**src/rtl/psum_gbf_ctrl_if.sv**
```systemverilog
// Handshake/bus bundle for psum_gbf_ctrl.
//   master : controller side (takes job config and su_adder stream, drives
//            the psum gbf wrapper strobes and the drain stream)
//   slave  : environment side (job source, su_adder, wrapper, drain consumer)
interface psum_gbf_ctrl_if #(
  parameter int PSUM_GBF_ADDR_BITWIDTH = 5,
  parameter int PASS_BITWIDTH          = 8
);
  logic                              cfg_valid;
  logic                              cfg_ready;
  logic [PSUM_GBF_ADDR_BITWIDTH:0]   cfg_num_addr;
  logic [PASS_BITWIDTH-1:0]          cfg_num_pass;
  logic [PASS_BITWIDTH-1:0]          cfg_num_tile;
  logic                              acc_valid;
  logic                              acc_ready;
  logic                              psum_gbf_w_en;
  logic [PSUM_GBF_ADDR_BITWIDTH-1:0] psum_gbf_w_addr;
  logic                              psum_gbf_w_num;
  logic                              psum_gbf_r_en;
  logic [PSUM_GBF_ADDR_BITWIDTH-1:0] psum_gbf_r_addr;
  logic                              psum_gbf_w_en_for_init;
  logic [PSUM_GBF_ADDR_BITWIDTH-1:0] psum_gbf_w_addr_for_init;
  logic                              drain_ready;
  logic                              drain_valid;
  logic                              drain_last;
  logic                              done;

  modport master (
    input  cfg_valid, cfg_num_addr, cfg_num_pass, cfg_num_tile, acc_valid, drain_ready,
    output cfg_ready, acc_ready, psum_gbf_w_en, psum_gbf_w_addr, psum_gbf_w_num,
           psum_gbf_r_en, psum_gbf_r_addr, psum_gbf_w_en_for_init,
           psum_gbf_w_addr_for_init, drain_valid, drain_last, done
  );

  modport slave (
    output cfg_valid, cfg_num_addr, cfg_num_pass, cfg_num_tile, acc_valid, drain_ready,
    input  cfg_ready, acc_ready, psum_gbf_w_en, psum_gbf_w_addr, psum_gbf_w_num,
           psum_gbf_r_en, psum_gbf_r_addr, psum_gbf_w_en_for_init,
           psum_gbf_w_addr_for_init, drain_valid, drain_last, done
  );
endinterface

```
**src/rtl/psum_gbf_ctrl.sv**
```systemverilog
// Sequencing controller for the ping-pong partial-sum global buffer.
// Zeroes both banks after reset, accumulates the su_adder stream over
// num_addr x num_pass per tile, swaps banks and drains the finished bank
// (zeroing each entry behind its read) while the next tile accumulates.
// Ports:
//   clk   : rising-edge clock
//   reset : asynchronous active-low reset
//   bus   : psum_gbf_ctrl_if.master (config, accumulate, wrapper, drain)
module psum_gbf_ctrl #(
  parameter int PSUM_GBF_ADDR_BITWIDTH = 5,
  parameter int PSUM_GBF_DEPTH         = 32,
  parameter int PASS_BITWIDTH          = 8
) (
  input logic             clk,
  input logic             reset,
  psum_gbf_ctrl_if.master bus
);
  localparam int AW = PSUM_GBF_ADDR_BITWIDTH;
  localparam int PW = PASS_BITWIDTH;
  localparam logic [AW-1:0] LAST_ADDR = AW'(PSUM_GBF_DEPTH - 1);
  localparam logic [AW:0]   DEPTH_W   = (AW+1)'(PSUM_GBF_DEPTH);

  typedef enum logic [2:0] {A_INIT1, A_INIT2, A_IDLE, A_ACC, A_WAIT} a_state_e;
  typedef enum logic [1:0] {D_IDLE, D_DRAIN, D_FLUSH} d_state_e;

  a_state_e a_q, a_d;
  d_state_e d_q, d_d;

  logic [AW-1:0] init_cnt_q, addr_q, dcnt_q, na_m1_q, iaddr_q, iaddr_d;
  logic [PW-1:0] pass_q, tile_q, np_m1_q, nt_m1_q;
  logic          w_num_q, w_num_d, last_tile_q;
  logic          cfg_ready_q, cfg_ready_d, acc_ready_q, acc_ready_d;
  logic          iwe_q, iwe_d, dv_p_q, dv_q, dl_p_q, dl_q, done_q, done_d;
  logic [AW:0]   na_clamp;

  logic cfg_fire, acc_fire, acc_wrap, pass_last, swap, r_en, rd_last, init_sweep, init_end;

  assign cfg_fire   = bus.cfg_valid & cfg_ready_q;
  assign acc_fire   = bus.acc_valid & acc_ready_q;
  assign acc_wrap   = (addr_q == na_m1_q);
  assign pass_last  = (pass_q == np_m1_q);
  // Banks swap only once the previous drain has fully finished.
  assign swap       = (a_q == A_WAIT) & (d_q == D_IDLE);
  // drain_ready is the only issue gate; the consumer absorbs data two cycles on.
  assign r_en       = (d_q == D_DRAIN) & bus.drain_ready;
  assign rd_last    = (dcnt_q == na_m1_q);
  assign init_sweep = (a_q == A_INIT1) | (a_q == A_INIT2);
  assign init_end   = (init_cnt_q == LAST_ADDR);

  always_comb begin
    na_clamp = bus.cfg_num_addr;
    if (bus.cfg_num_addr == '0)          na_clamp = (AW+1)'(1);
    else if (bus.cfg_num_addr > DEPTH_W) na_clamp = DEPTH_W;
  end

  // State registers
  always_ff @(posedge clk or negedge reset) begin
    if (!reset) begin
      a_q <= A_INIT1;
      d_q <= D_IDLE;
    end else begin
      a_q <= a_d;
      d_q <= d_d;
    end
  end

  // Next-state logic
  always_comb begin
    a_d = a_q;
    case (a_q)
      A_INIT1: if (init_end) a_d = A_INIT2;
      A_INIT2: if (init_end) a_d = A_IDLE;
      A_IDLE:  if (cfg_fire) a_d = A_ACC;
      A_ACC:   if (acc_fire && acc_wrap && pass_last) a_d = A_WAIT;
      A_WAIT:  if (swap) a_d = (tile_q == nt_m1_q) ? A_IDLE : A_ACC;
      default: a_d = A_INIT1;
    endcase
    d_d = d_q;
    case (d_q)
      D_IDLE:  if (swap) d_d = D_DRAIN;
      D_DRAIN: if (r_en && rd_last) d_d = D_FLUSH;
      D_FLUSH: d_d = D_IDLE;
      default: d_d = D_IDLE;
    endcase
  end

  // Output decode (next values of the registered outputs)
  always_comb begin
    cfg_ready_d = (a_d == A_IDLE) & (d_d == D_IDLE);
    acc_ready_d = (a_d == A_ACC);
    // init sweep and read-behind zeroing share the for_init port; they never overlap
    iwe_d       = init_sweep | r_en;
    iaddr_d     = init_sweep ? init_cnt_q : dcnt_q;
    // FLUSH lasts exactly the cycle of the final zero-write
    done_d      = (d_q == D_FLUSH) & last_tile_q;
    w_num_d     = w_num_q;
    if (a_q == A_INIT2) w_num_d = 1'b0;
    else if (swap)      w_num_d = ~w_num_q;
  end

  always_ff @(posedge clk or negedge reset) begin
    if (!reset) begin
      init_cnt_q  <= '0;
      addr_q      <= '0;
      pass_q      <= '0;
      tile_q      <= '0;
      dcnt_q      <= '0;
      na_m1_q     <= '0;
      np_m1_q     <= '0;
      nt_m1_q     <= '0;
      last_tile_q <= 1'b0;
      w_num_q     <= 1'b1;
      cfg_ready_q <= 1'b0;
      acc_ready_q <= 1'b0;
      iwe_q       <= 1'b0;
      iaddr_q     <= '0;
      dv_p_q      <= 1'b0;
      dv_q        <= 1'b0;
      dl_p_q      <= 1'b0;
      dl_q        <= 1'b0;
      done_q      <= 1'b0;
    end else begin
      if (init_sweep) init_cnt_q <= init_end ? '0 : init_cnt_q + 1'b1;
      if (cfg_fire) begin
        na_m1_q <= AW'(na_clamp - 1'b1);
        np_m1_q <= (bus.cfg_num_pass == '0) ? '0 : bus.cfg_num_pass - 1'b1;
        nt_m1_q <= (bus.cfg_num_tile == '0) ? '0 : bus.cfg_num_tile - 1'b1;
        addr_q  <= '0;
        pass_q  <= '0;
        tile_q  <= '0;
      end else if (acc_fire) begin
        if (acc_wrap) begin
          addr_q <= '0;
          pass_q <= pass_last ? '0 : pass_q + 1'b1;
        end else begin
          addr_q <= addr_q + 1'b1;
        end
      end
      if (swap) begin
        tile_q      <= tile_q + 1'b1;
        last_tile_q <= (tile_q == nt_m1_q);
        dcnt_q      <= '0;
      end else if (r_en) begin
        dcnt_q <= dcnt_q + 1'b1;
      end
      w_num_q     <= w_num_d;
      cfg_ready_q <= cfg_ready_d;
      acc_ready_q <= acc_ready_d;
      iwe_q       <= iwe_d;
      iaddr_q     <= iaddr_d;
      // issue register, then bank read latency
      dv_p_q      <= r_en;
      dv_q        <= dv_p_q;
      dl_p_q      <= r_en & rd_last;
      dl_q        <= dl_p_q;
      done_q      <= done_d;
    end
  end

  assign bus.cfg_ready                = cfg_ready_q;
  assign bus.acc_ready                = acc_ready_q;
  assign bus.psum_gbf_w_en            = acc_fire;
  assign bus.psum_gbf_w_addr          = addr_q;
  assign bus.psum_gbf_w_num           = w_num_q;
  assign bus.psum_gbf_r_en            = r_en;
  assign bus.psum_gbf_r_addr          = dcnt_q;
  assign bus.psum_gbf_w_en_for_init   = iwe_q;
  assign bus.psum_gbf_w_addr_for_init = iaddr_q;
  assign bus.drain_valid              = dv_q;
  assign bus.drain_last               = dl_q;
  assign bus.done                     = done_q;
endmodule

```
**src/flat_wrapper.sv**
```systemverilog
// flat-port wrapper written by rule: the top's interface ports become plain ports
module psum_gbf_ctrl_flat 
#(
  parameter int PSUM_GBF_ADDR_BITWIDTH = 5,
  parameter int PSUM_GBF_DEPTH         = 32,
  parameter int PASS_BITWIDTH          = 8
)
  (clk, reset, bus_cfg_valid, bus_cfg_num_addr, bus_cfg_num_pass, bus_cfg_num_tile, bus_acc_valid, bus_drain_ready, bus_cfg_ready, bus_acc_ready, bus_psum_gbf_w_en, bus_psum_gbf_w_addr, bus_psum_gbf_w_num, bus_psum_gbf_r_en, bus_psum_gbf_r_addr, bus_psum_gbf_w_en_for_init, bus_psum_gbf_w_addr_for_init, bus_drain_valid, bus_drain_last, bus_done);
  psum_gbf_ctrl_if #(.PSUM_GBF_ADDR_BITWIDTH(PSUM_GBF_ADDR_BITWIDTH), .PASS_BITWIDTH(PASS_BITWIDTH)) bus_i ();
  input logic clk;
  input logic reset;
  input wire logic [$bits(bus_i.cfg_valid)-1:0] bus_cfg_valid;
  input wire logic [$bits(bus_i.cfg_num_addr)-1:0] bus_cfg_num_addr;
  input wire logic [$bits(bus_i.cfg_num_pass)-1:0] bus_cfg_num_pass;
  input wire logic [$bits(bus_i.cfg_num_tile)-1:0] bus_cfg_num_tile;
  input wire logic [$bits(bus_i.acc_valid)-1:0] bus_acc_valid;
  input wire logic [$bits(bus_i.drain_ready)-1:0] bus_drain_ready;
  output wire logic [$bits(bus_i.cfg_ready)-1:0] bus_cfg_ready;
  output wire logic [$bits(bus_i.acc_ready)-1:0] bus_acc_ready;
  output wire logic [$bits(bus_i.psum_gbf_w_en)-1:0] bus_psum_gbf_w_en;
  output wire logic [$bits(bus_i.psum_gbf_w_addr)-1:0] bus_psum_gbf_w_addr;
  output wire logic [$bits(bus_i.psum_gbf_w_num)-1:0] bus_psum_gbf_w_num;
  output wire logic [$bits(bus_i.psum_gbf_r_en)-1:0] bus_psum_gbf_r_en;
  output wire logic [$bits(bus_i.psum_gbf_r_addr)-1:0] bus_psum_gbf_r_addr;
  output wire logic [$bits(bus_i.psum_gbf_w_en_for_init)-1:0] bus_psum_gbf_w_en_for_init;
  output wire logic [$bits(bus_i.psum_gbf_w_addr_for_init)-1:0] bus_psum_gbf_w_addr_for_init;
  output wire logic [$bits(bus_i.drain_valid)-1:0] bus_drain_valid;
  output wire logic [$bits(bus_i.drain_last)-1:0] bus_drain_last;
  output wire logic [$bits(bus_i.done)-1:0] bus_done;
  assign bus_i.cfg_valid = bus_cfg_valid;
  assign bus_i.cfg_num_addr = bus_cfg_num_addr;
  assign bus_i.cfg_num_pass = bus_cfg_num_pass;
  assign bus_i.cfg_num_tile = bus_cfg_num_tile;
  assign bus_i.acc_valid = bus_acc_valid;
  assign bus_i.drain_ready = bus_drain_ready;
  assign bus_cfg_ready = bus_i.cfg_ready;
  assign bus_acc_ready = bus_i.acc_ready;
  assign bus_psum_gbf_w_en = bus_i.psum_gbf_w_en;
  assign bus_psum_gbf_w_addr = bus_i.psum_gbf_w_addr;
  assign bus_psum_gbf_w_num = bus_i.psum_gbf_w_num;
  assign bus_psum_gbf_r_en = bus_i.psum_gbf_r_en;
  assign bus_psum_gbf_r_addr = bus_i.psum_gbf_r_addr;
  assign bus_psum_gbf_w_en_for_init = bus_i.psum_gbf_w_en_for_init;
  assign bus_psum_gbf_w_addr_for_init = bus_i.psum_gbf_w_addr_for_init;
  assign bus_drain_valid = bus_i.drain_valid;
  assign bus_drain_last = bus_i.drain_last;
  assign bus_done = bus_i.done;
  psum_gbf_ctrl #(.PSUM_GBF_ADDR_BITWIDTH(PSUM_GBF_ADDR_BITWIDTH), .PSUM_GBF_DEPTH(PSUM_GBF_DEPTH), .PASS_BITWIDTH(PASS_BITWIDTH)) u_core (.clk(clk), .reset(reset), .bus(bus_i));
endmodule
```
**config.mk**
```make
export PLATFORM = sky130hd
export DESIGN_NAME = psum_gbf_ctrl_flat
export DESIGN_NICKNAME = d
export VERILOG_FILES = /design/src/rtl/psum_gbf_ctrl_if.sv /design/src/rtl/psum_gbf_ctrl.sv /design/src/flat_wrapper.sv
export SDC_FILE = /design/constraint.sdc
export NUM_CORES = 1
export LEC_CHECK = 0
export CAP_MARGIN = 10
export CORE_ASPECT_RATIO = 0.5
export CORE_MARGIN = 2
export CORE_UTILIZATION = 38
export DETAILED_ROUTE_END_ITERATION = 10
export SLEW_MARGIN = 20
export SYNTH_ARGS = -nofsm -noshare
export SYNTH_HDL_FRONTEND = slang
export SYNTH_SLANG_ARGS = --single-unit
```
**constraint.sdc**
```tcl
create_clock -name clk -period 5 [get_ports clk]
set_input_delay 0.75 -clock clk [delete_from_list [all_inputs] [get_ports clk]]
set_output_delay 0.75 -clock clk [all_outputs]
set_load 0.01 [all_outputs]
```
* Word-level counts from Yosys, hierarchy flattened
Index checks and enable logic that the tools add are counted.
** Storage, ports and cells
- Output and inout port bits :: 24
- RAM bits :: 0
- Memories :: 0
- Word-level logic and storage cells :: 97
- ROM bits :: 0
- Bits of input ports :: 27
- Register bits after elaboration :: 72
- Bits in latches :: 0
** Operators by class
- Equality and inequality tests :: 13
- Divide/modulo/power cells :: 0
- Reductions and logical operators :: 15
- Bitwise operators :: 10
- Add/subtract/negate cells :: 8
- Multiply operators :: 0
- Mux-type cells :: 29
- Shift operators :: 0
- Magnitude comparators :: 1
** Operators by type and width (count)
- 8-bit two-way mux :: 8
- 5-bit two-way mux :: 9
- 8-bit by 1-bit adder with 8-bit output, second input constant :: 2
- 8-bit == test :: 2
- 8-bit logical NOT :: 2
- 8-bit by 1-bit subtractor with 8-bit output, second input constant :: 2
- 5-bit by 1-bit adder with 5-bit output, second input constant :: 3
- 3-bit two-way mux :: 5
- 3-bit one-hot mux with 5 select lines :: 1
- 3-bit by 2-bit == test with 1-bit output, second input constant :: 4
- 5-bit == test :: 2
- 2-bit nonzero test :: 5
- 1-bit AND :: 7
- 6-bit > comparator, second input constant :: 1
- 6-bit logical NOT :: 1
- 5-bit == test, second input constant :: 1
- 5-bit by 1-bit subtractor with 5-bit output, second input constant :: 1
- 2-bit logical NOT :: 2
- 2-bit two-way mux :: 2
- 2-bit one-hot mux with 2 select lines :: 1
- 3-bit by 1-bit == test with 1-bit output, second input constant :: 1
- 3-bit == test, second input constant :: 1
- 1-bit logical AND :: 3
- 3-bit logical NOT :: 1
- other kinds (6) :: 9

* Depth between registers and ports, before layout
Gate-level depths: netlist of the first run.
- Depth in word-level cells :: 7
- Mapped depth :: 7

* Worst setup path before layout of the first run
Ideal clock, no wire load.
- Path type :: input to register
- From :: input bus_cfg_num_pass[0]
- To :: register u_core.np_m1_q[2]
- Arrival :: 1955 ps
- Data required time :: 4857 ps
- Path buffers :: 0
- Cell stages on the path :: 6
- Library setup time :: 143 ps
- Slack :: 2902 ps
- Cell sequence :: inv_1 -> ha_1 -> nor3b_1 -> nand2_1 -> o31ai_1 -> o21ai_0
** Between the ends
- Cells in the longest elaborated chain, start to end :: 2
- Elaborated cells between the ends (all ways) :: 3
- Those cells by class :: add/sub: 1; mux: 1; reduce/logical: 1
** RTL lines
- start: declaration :: RTL line flat_wrapper.sv:14 : input wire logic [$bits(bus_i.cfg_num_pass)-1:0] bus_cfg_num_pass;
- 8-bit by 1-bit subtractor with 8-bit output / 8-bit logical NOT (equally long branches) :: RTL line psum_gbf_ctrl.sv:126 : np_m1_q <= (bus.cfg_num_pass == '0) ? '0 : bus.cfg_num_pass - 1'b1;
- 8-bit two-way mux (*) :: RTL line psum_gbf_ctrl.sv:126
- end signal: assignment :: RTL line psum_gbf_ctrl.sv:126
- end: declaration :: RTL line psum_gbf_ctrl.sv:30 : logic [PW-1:0] pass_q, tile_q, np_m1_q, nt_m1_q;
Every way passes the cells marked *; elsewhere a longest branch is shown, timed or not.
A chain may end at the register's enable or synchronous reset.

* Final worst setup path of the first run
- From :: input bus_drain_ready
- To :: output bus_psum_gbf_r_en
** Between the ends
- Cells in the longest elaborated chain, start to end :: 1
** RTL lines
- start: declaration :: RTL line flat_wrapper.sv:17 : input wire logic [$bits(bus_i.drain_ready)-1:0] bus_drain_ready;
- 1-bit AND :: RTL line psum_gbf_ctrl.sv:45 : assign r_en = (d_q == D_DRAIN) & bus.drain_ready;
- end: declaration :: RTL line flat_wrapper.sv:23 : output wire logic [$bits(bus_i.psum_gbf_r_en)-1:0] bus_psum_gbf_r_en;
Every way passes these cells.

==> results of run 1 <==
-- through the flow --
| stage | setup slack, ns | hold WS (ns) | cells | instance area [um^2] | utilization, % |
|---|---|---|---|---|---|
| 4_1_cts | 2.044 | 0.3496 | 580 | 4712 | 49.55 |
| 2_1_floorplan | 2.902 | 0.3312 | 389 | 3752 | - |
| 3_5_place_dp | 2.045 | 0.3362 | 564 | 4370 | 45.96 |
| 5_1_grt | 2.008 | 0.3557 | 580 | 4715 | 49.58 |
| 6_report | 2.070 | 0.3488 | 580 | 4715 | 49.58 |
| 3_3_place_gp | 2.062 | 0.3331 | 564 | 4370 | 45.96 |
-- power by group through the flow --
stage | combinational, uW | sequential, uW | clock, uW
floorplan | 60.3 | 646 | 0
global placement | 148 | 648 | 0
detailed placement | 149 | 648 | 0
CTS | 150 | 637 | 735
global route | 165 | 642 | 757
finish | 148 | 637 | 716
-- state kept, by name, indices dropped and copies added, names as in the netlist, 2 cells and up --
name	cells
u_core.d_q	2
u_core.np_m1_q	8
u_core.na_m1_q	5
u_core.init_cnt_q	5
u_core.tile_q	8
u_core.bus.psum_gbf_w_addr	5
u_core.nt_m1_q	8
u_core.pass_q	8
u_core.a_q	3
u_core.bus.psum_gbf_r_addr	5
u_core.bus.psum_gbf_w_addr_for_init	5
-- cells in the mapped netlist, types with 9 or more instances --
master | instances | area share (%)
dfrtp_1 | 71 | 47
nand2_1 | 61 | 6.1
o21ai_0 | 27 | 3.6
nor2_1 | 25 | 2.5
xnor2_1 | 24 | 5.6
xor2_1 | 18 | 4.2
o21ai_1 | 16 | 2.1
nand3_1 | 13 | 1.7
nor3_1 | 12 | 1.6
a21oi_1 | 9 | 1.2
ha_1 | 9 | 3.0
-- area by class of cell --
| type | count | area (um^2) | share of cell area [%] |
|---|---|---|---|
| multi-input combinational | 298 | 1864 | 39.54 |
| sequential | 72 | 1803 | 38.24 |
| timing repair buffer | 52 | 510.5 | 10.83 |
| clock buffer | 12 | 266.5 | 5.653 |
| tap | 135 | 168.9 | 3.583 |
| clock inverter | 4 | 75.07 | 1.592 |
| inverter | 7 | 26.28 | 0.5573 |
-- routing by layer --
layer / track usage [%] / up-vias / wire [um]
li1: - / 1478 / -
met1: 22.46 / 1366 / 4001
met2: 23.75 / 61 / 3219
met3: 4.636 / 12 / 337
met4: 6.365 / 0 / 142
met5: 0 / - / 0
-- how the worst min path moves through the flow --
stage                              from                     to  slack, ns  cells after the start
after floorplan           u_core.dl_p_q  u_core.bus.drain_last       0.33                      0
final                     u_core.dl_p_q  u_core.bus.drain_last       0.35                      0
after global placement    u_core.dl_p_q  u_core.bus.drain_last       0.33                      0
after global routing      u_core.dl_p_q  u_core.bus.drain_last       0.36                      0
after detailed placement  u_core.dl_p_q  u_core.bus.drain_last       0.34                      0
after CTS                 u_core.dl_p_q  u_core.bus.drain_last       0.35                      0
-- cells by family after synthesis --
kind of cell    after synthesis
compound gates               79
xor+xnor                     42
fa+ha+maj                     9
buf+inv                      19
flops                        72
mux                          10
simple gates                158
-- cells in the final DEF, fill, tap and decap left out, types with 6 or more instances in the layout --
master           instances
dfrtp_1                 71
nand2_1                 60
clkdlybuf4s50_1         49
o21ai_0                 27
nor2_1                  25
xnor2_1                 24
xor2_1                  18
o21ai_1                 16
nand3_1                 13
nor3_1                  12
a21oi_1                  9
ha_1                     9
clkbuf_16                9
inv_1                    7
nand4_1                  7
mux2_2                   7
a31oi_1                  7
nor4_1                   6
and3_1                   6
==> results.md, run 1 <==
* Status: finished, final reports clean
* Antenna violations before repair at 0
* Switching Share at 22.62%
* #FFs+latches synth at 72
* Die Wd at 144.5 um
* Post-synthesis mux area share at 2.901%
* CP Capture Type: primary output
* Sequential Power Share at 42.4%
* Vias in the first global route at 2691
* Sw power at 339.3 uW
* Simple-gate portion of the synthesized area at 21.01%
* Main synth FF type: dfrtp_1
* CP bufs+invs at 2
* Arr. time, crit path at 2.18 ns
* Most frequent CP cell: clkdlybuf4s50_1
* Max Freq at 0.3413 GHz
* Pin count of the biggest net entering global routing at 73
* Worst path max stage delay at 0.62 ns
* Syn. warnings at 0
* CTS root buf: clkbuf_16
* Share of flip-flops with an asynchronous set or reset at 100.0%
* Internal power at 1161 uW
* Crit path from: bus_drain_ready
* Max FO, Critical Path at 9
* EDFF count, synth at 0
* DP HPWL at 5394 um
* Setup TNS at 0 ns
* Post-synthesis cell area at 3752 um^2
* FP Rows at 25
* Final Hold Vio Count at 0
* Final ANT Viol Nets at 0
* Core area at 9509 um^2
* 1st-pass router iterations at 4
* Synth Area in Adders at 3.001%
* Worst r2r src: u_core.a_q[2]
* Ant diodes at 0
* Slew @ Worst Pin at 0.9043 ns
* WL final at 7700 um
* Post-synthesis xor/xnor area fraction at 9.803%
* Worst slew margin at 39.72%
* CP Data Required Time at 4.25 ns
* CP Launch Type: primary input
* Fin. max-slew vios at 0
* Compound-Gate Fraction of Synth Area at 12.90%
* First-pass GRT wire length at 13170 um
* Max_cap viols at 0
* Crit-path cells: clkdlybuf4s50_1 -> and2_1 -> clkdlybuf4s50_1
* 1st-iter DRT viols at 195
* Layout cell share with drive strength beyond 1 at 7.865%
* Tmin final at 2.930 ns
* Clk pwr share at 47.7%
* Cts hold-fix bufs at 0
* Setup Viol. Count Final at 0
* CP Capture Point: bus_psum_gbf_r_en
* Seq/Total Area, Yosys at 48.05%
* Post_cts resized at 0
* Mean number of vias per cell at 5.029
* Leak pwr at 0.002036 uW
* Worst reg2reg path depth at 4
* WL/cell at 13.28 um
* P&R area growth vs syn at 25.64%
* RSZ-0062 raised after global routing: no
* Clock buffer depth at 2
* CTS clk-pin slew, worst paths at 0.06 ns
* Cells after Synth at 389
* Starting density of the core at 39.46%
* Power consumption at 1500 uW
* Post-synthesis average cell area at 9.646 um^2
* Largest delay share family, worst path: buffers and inverters
* Final #Nets at 476
* Combinational family with the most area after synthesis: simple AND/OR/NAND/NOR gates
* Hold Crit Class: register to register
* WS Path Type: primary input to primary output
* Die H at 74.27 um
* H-tree levels at 3
* VDD IR max at 0.0001367 V
* Final GP Congestion at 0.7972
* Cell area power density at 318.2 nW/um^2
* Syn_nets at 425
* Post-CTS Setup Bufs at 0
* Combinational Power Share at 9.8%
* Fill cell count at 926
* IO Port Bufs at 50
* # IOs at 51
* Reg2Reg Capture Point: u_core.bus.cfg_ready
* Final cycle utilization of the critical path at 58.60%
* DR vias at 2917
* Clock skew at 0.004542 ns
* CP max stage cell: clkdlybuf4s50_1
* R2R setup slack at 3.00 ns
* CTS Buf Count at 9
* Clock latency on the worst-skew pair at 0.33 ns
* Critical path depth at 3
* # clock sinks at 72
* Global Route Usage Sum at 16.06%
* Full die area at 10730 um^2
* GRT overflow at 0
* Drt drc at 0
* Synth unique cells at 52
* CTS tree: done
Note: power is estimated with default switching activity, not from simulation.
==> inputs of run 2 (changes only) <==
==> constraint.sdc (replaced) <==
create_clock -name clk -period 2.9 [get_ports clk]
set_input_delay 0.435 -clock clk [delete_from_list [all_inputs] [get_ports clk]]
set_output_delay 0.435 -clock clk [all_outputs]
set_load 0.01 [all_outputs]
==> run 2 against run 1 <==
Against the previous run:
- hold slack worse by 0.26 ns
- largest power group is now sequential cells
- power is 63% higher
- register-to-register slack worse by 2.1 ns
- global-route usage is 0.21 points higher
- wire length is 3.6% higher
- sequential power is 73% higher
- final cell count is 0.86% higher
- clock power is 52% higher
- critical path type unchanged
- setup slack worse by 1.4 ns
==> results.md, run 2 (synthesized netlist as in run 1, its figures left out) <==
* Full die area at 10730 um^2
* Commonest cells after routing, fill and taps aside: 71 x dfrtp_1, 61 x nand2_1, 49 x clkdlybuf4s50_1, 27 x o21ai_0, 25 x nor2_1
* Mean number of vias per cell at 4.971
* Antenna violations before repair at 0
* Final Cell Area at 4708 um^2
* Drt drc at 0
* P&R area growth vs syn at 25.48%
* Final Hold Vio Count at 0
* Core area at 9509 um^2
* Internal power at 1840 uW
* Crit-path cells: clkdlybuf4s50_1 -> nand2_1 -> inv_1 -> clkdlybuf4s50_1
* FP Rows at 25
* DR vias at 2908
* Clock buffer depth at 2
* Pin count of the biggest net entering global routing at 73
* Die Wd at 144.5 um
* CP Capture Type: primary output
* H-tree levels at 3
* CTS clk-pin slew, worst paths at 0.06 ns
* CTS root buf: clkbuf_16
* GRT overflow at 0
* Combinational Power Share at 10.6%
* Post-Layout Cell Count at 585
* CP max stage cell: clkdlybuf4s50_1
* First-pass GRT wire length at 13290 um
* Commonest non-fill, non-tap cell in the layout: dfrtp_1
* Sw power at 604.9 uW
* 1st-pass router iterations at 4
* Vias in the first global route at 2678
* WS Path Type: primary input to primary output
* CTS Buf Count at 9
* # clock sinks at 72
* Clk pwr share at 44.4%
* Clock latency on the worst-skew pair at 0.34 ns
* CP Data Required Time at 2.47 ns
* WL final at 7978 um
* 1st-iter DRT viols at 128
* RSZ-0062 raised after global routing: no
* Final Worst Setup Slack at 0.6240 ns
* Clock skew at 0.003266 ns
* Hold Crit Class: primary input to async pin
* Most frequent CP cell: clkdlybuf4s50_1
* Leak pwr at 0.002048 uW
* Switching Share at 24.74%
* Cts hold-fix bufs at 0
* Tmin final at 2.276 ns
* Final GP Congestion at 0.7347
* Max FO, Critical Path at 9
* Arr. time, crit path at 1.84 ns
* Layout cell share with drive strength beyond 1 at 8.667%
* # IOs at 51
* DP HPWL at 5648 um
* Worst slack at placement at 0.3852 ns
* CP Launch Type: primary input
* Final ANT Viol Nets at 0
* Slew @ Worst Pin at 0.7762 ns
* Status: finished, final reports clean
* Global Route Usage Sum at 16.27%
* Post_cts resized at 0
* Starting density of the core at 39.46%
* Final #Nets at 481
* Fin. max-slew vios at 0
* Cell area power density at 519.2 nW/um^2
* Final cycle utilization of the critical path at 78.48%
* Setup Viol. Count Final at 0
* Worst path max stage delay at 0.56 ns
* WL/cell at 13.64 um
* Sequential Power Share at 45.0%
* VDD IR max at 0.0002501 V
* Area after DPL at 4420 um^2
* CP bufs+invs at 3
* IO Port Bufs at 50
* CTS tree: done
* Ant diodes at 0
* Die H at 74.27 um
* Worst slew margin at 48.06%
* Placed insts at 569
* Largest delay share family, worst path: buffers and inverters
* Max Freq at 0.4394 GHz
* Max_cap viols at 0
* Post-CTS Setup Bufs at 0
* Setup TNS at 0 ns
run 2: cell type report:
cell class / instances / area [um^2]
Tap cell: 135 / 168.9
Multi-Input combinational cell: 298 / 1862
Clock buffer: 9 / 225.2
Timing Repair Buffer: 57 / 560.5
Inverter: 7 / 26.28
Clock inverter: 7 / 62.56
Sequential cell: 72 / 1803
Fill cell: 915 / 4801
run 2: per-stage QoR:
stage | util (%) | power [uW] | hold WS, ns
after floorplan | - | 1218 | 0.1394
after global placement | 46.49 | 1377 | 0.3333
after detailed placement | 46.49 | 1381 | 0.3362
after CTS | 49.51 | 2475 | 0.1258
after global routing | 49.51 | 2560 | 0.1566
final | 49.51 | 2445 | 0.08992
run 2: metal layers:
layer  track usage (%)  wire length (um)  vias to the layer above
met2             24.49              3303                       51
met5                 0                 0                        -
met3             5.988               338                        7
li1                  -                 -                     1485
met1             22.58              4263                     1365
met4             3.883                72                        0
run 2: worst register-to-register path, delay by kind of cell (launching register included):
family             cells  cell delay (ns)
and+or+nand+nor        3             1.08
AOI/OAI and AO/OA      1             0.29
DFF                    1             0.52
run 2: final timing paths:
| check | start | to | slack [ns] | cells after the start |
|---|---|---|---|---|
| max | bus_acc_valid | bus_psum_gbf_w_en | 0.62 | 4 |
| min | reset | u_core.tile_q[0] | 0.09 | 2 |
| max reg2reg | u_core.a_q[2] | u_core.bus.cfg_ready | 0.89 | 4 |
| min reg2reg | u_core.dv_p_q | u_core.bus.drain_valid | 0.35 | 0 |
| max in group asynchronous | reset | u_core.bus.psum_gbf_w_num | 2.44 | 2 |
| min in group clk | u_core.dv_p_q | u_core.bus.drain_valid | 0.35 | 0 |
run 2: power by group through the flow:
stage	Clock [uW]	Sequential [uW]	Combinational, uW
4_1_cts	1110	1100	265
3_5_place_dp	0	1120	264
5_1_grt	1160	1110	293
6_report	1090	1100	259
3_3_place_gp	0	1120	260
2_1_floorplan	0	1110	104
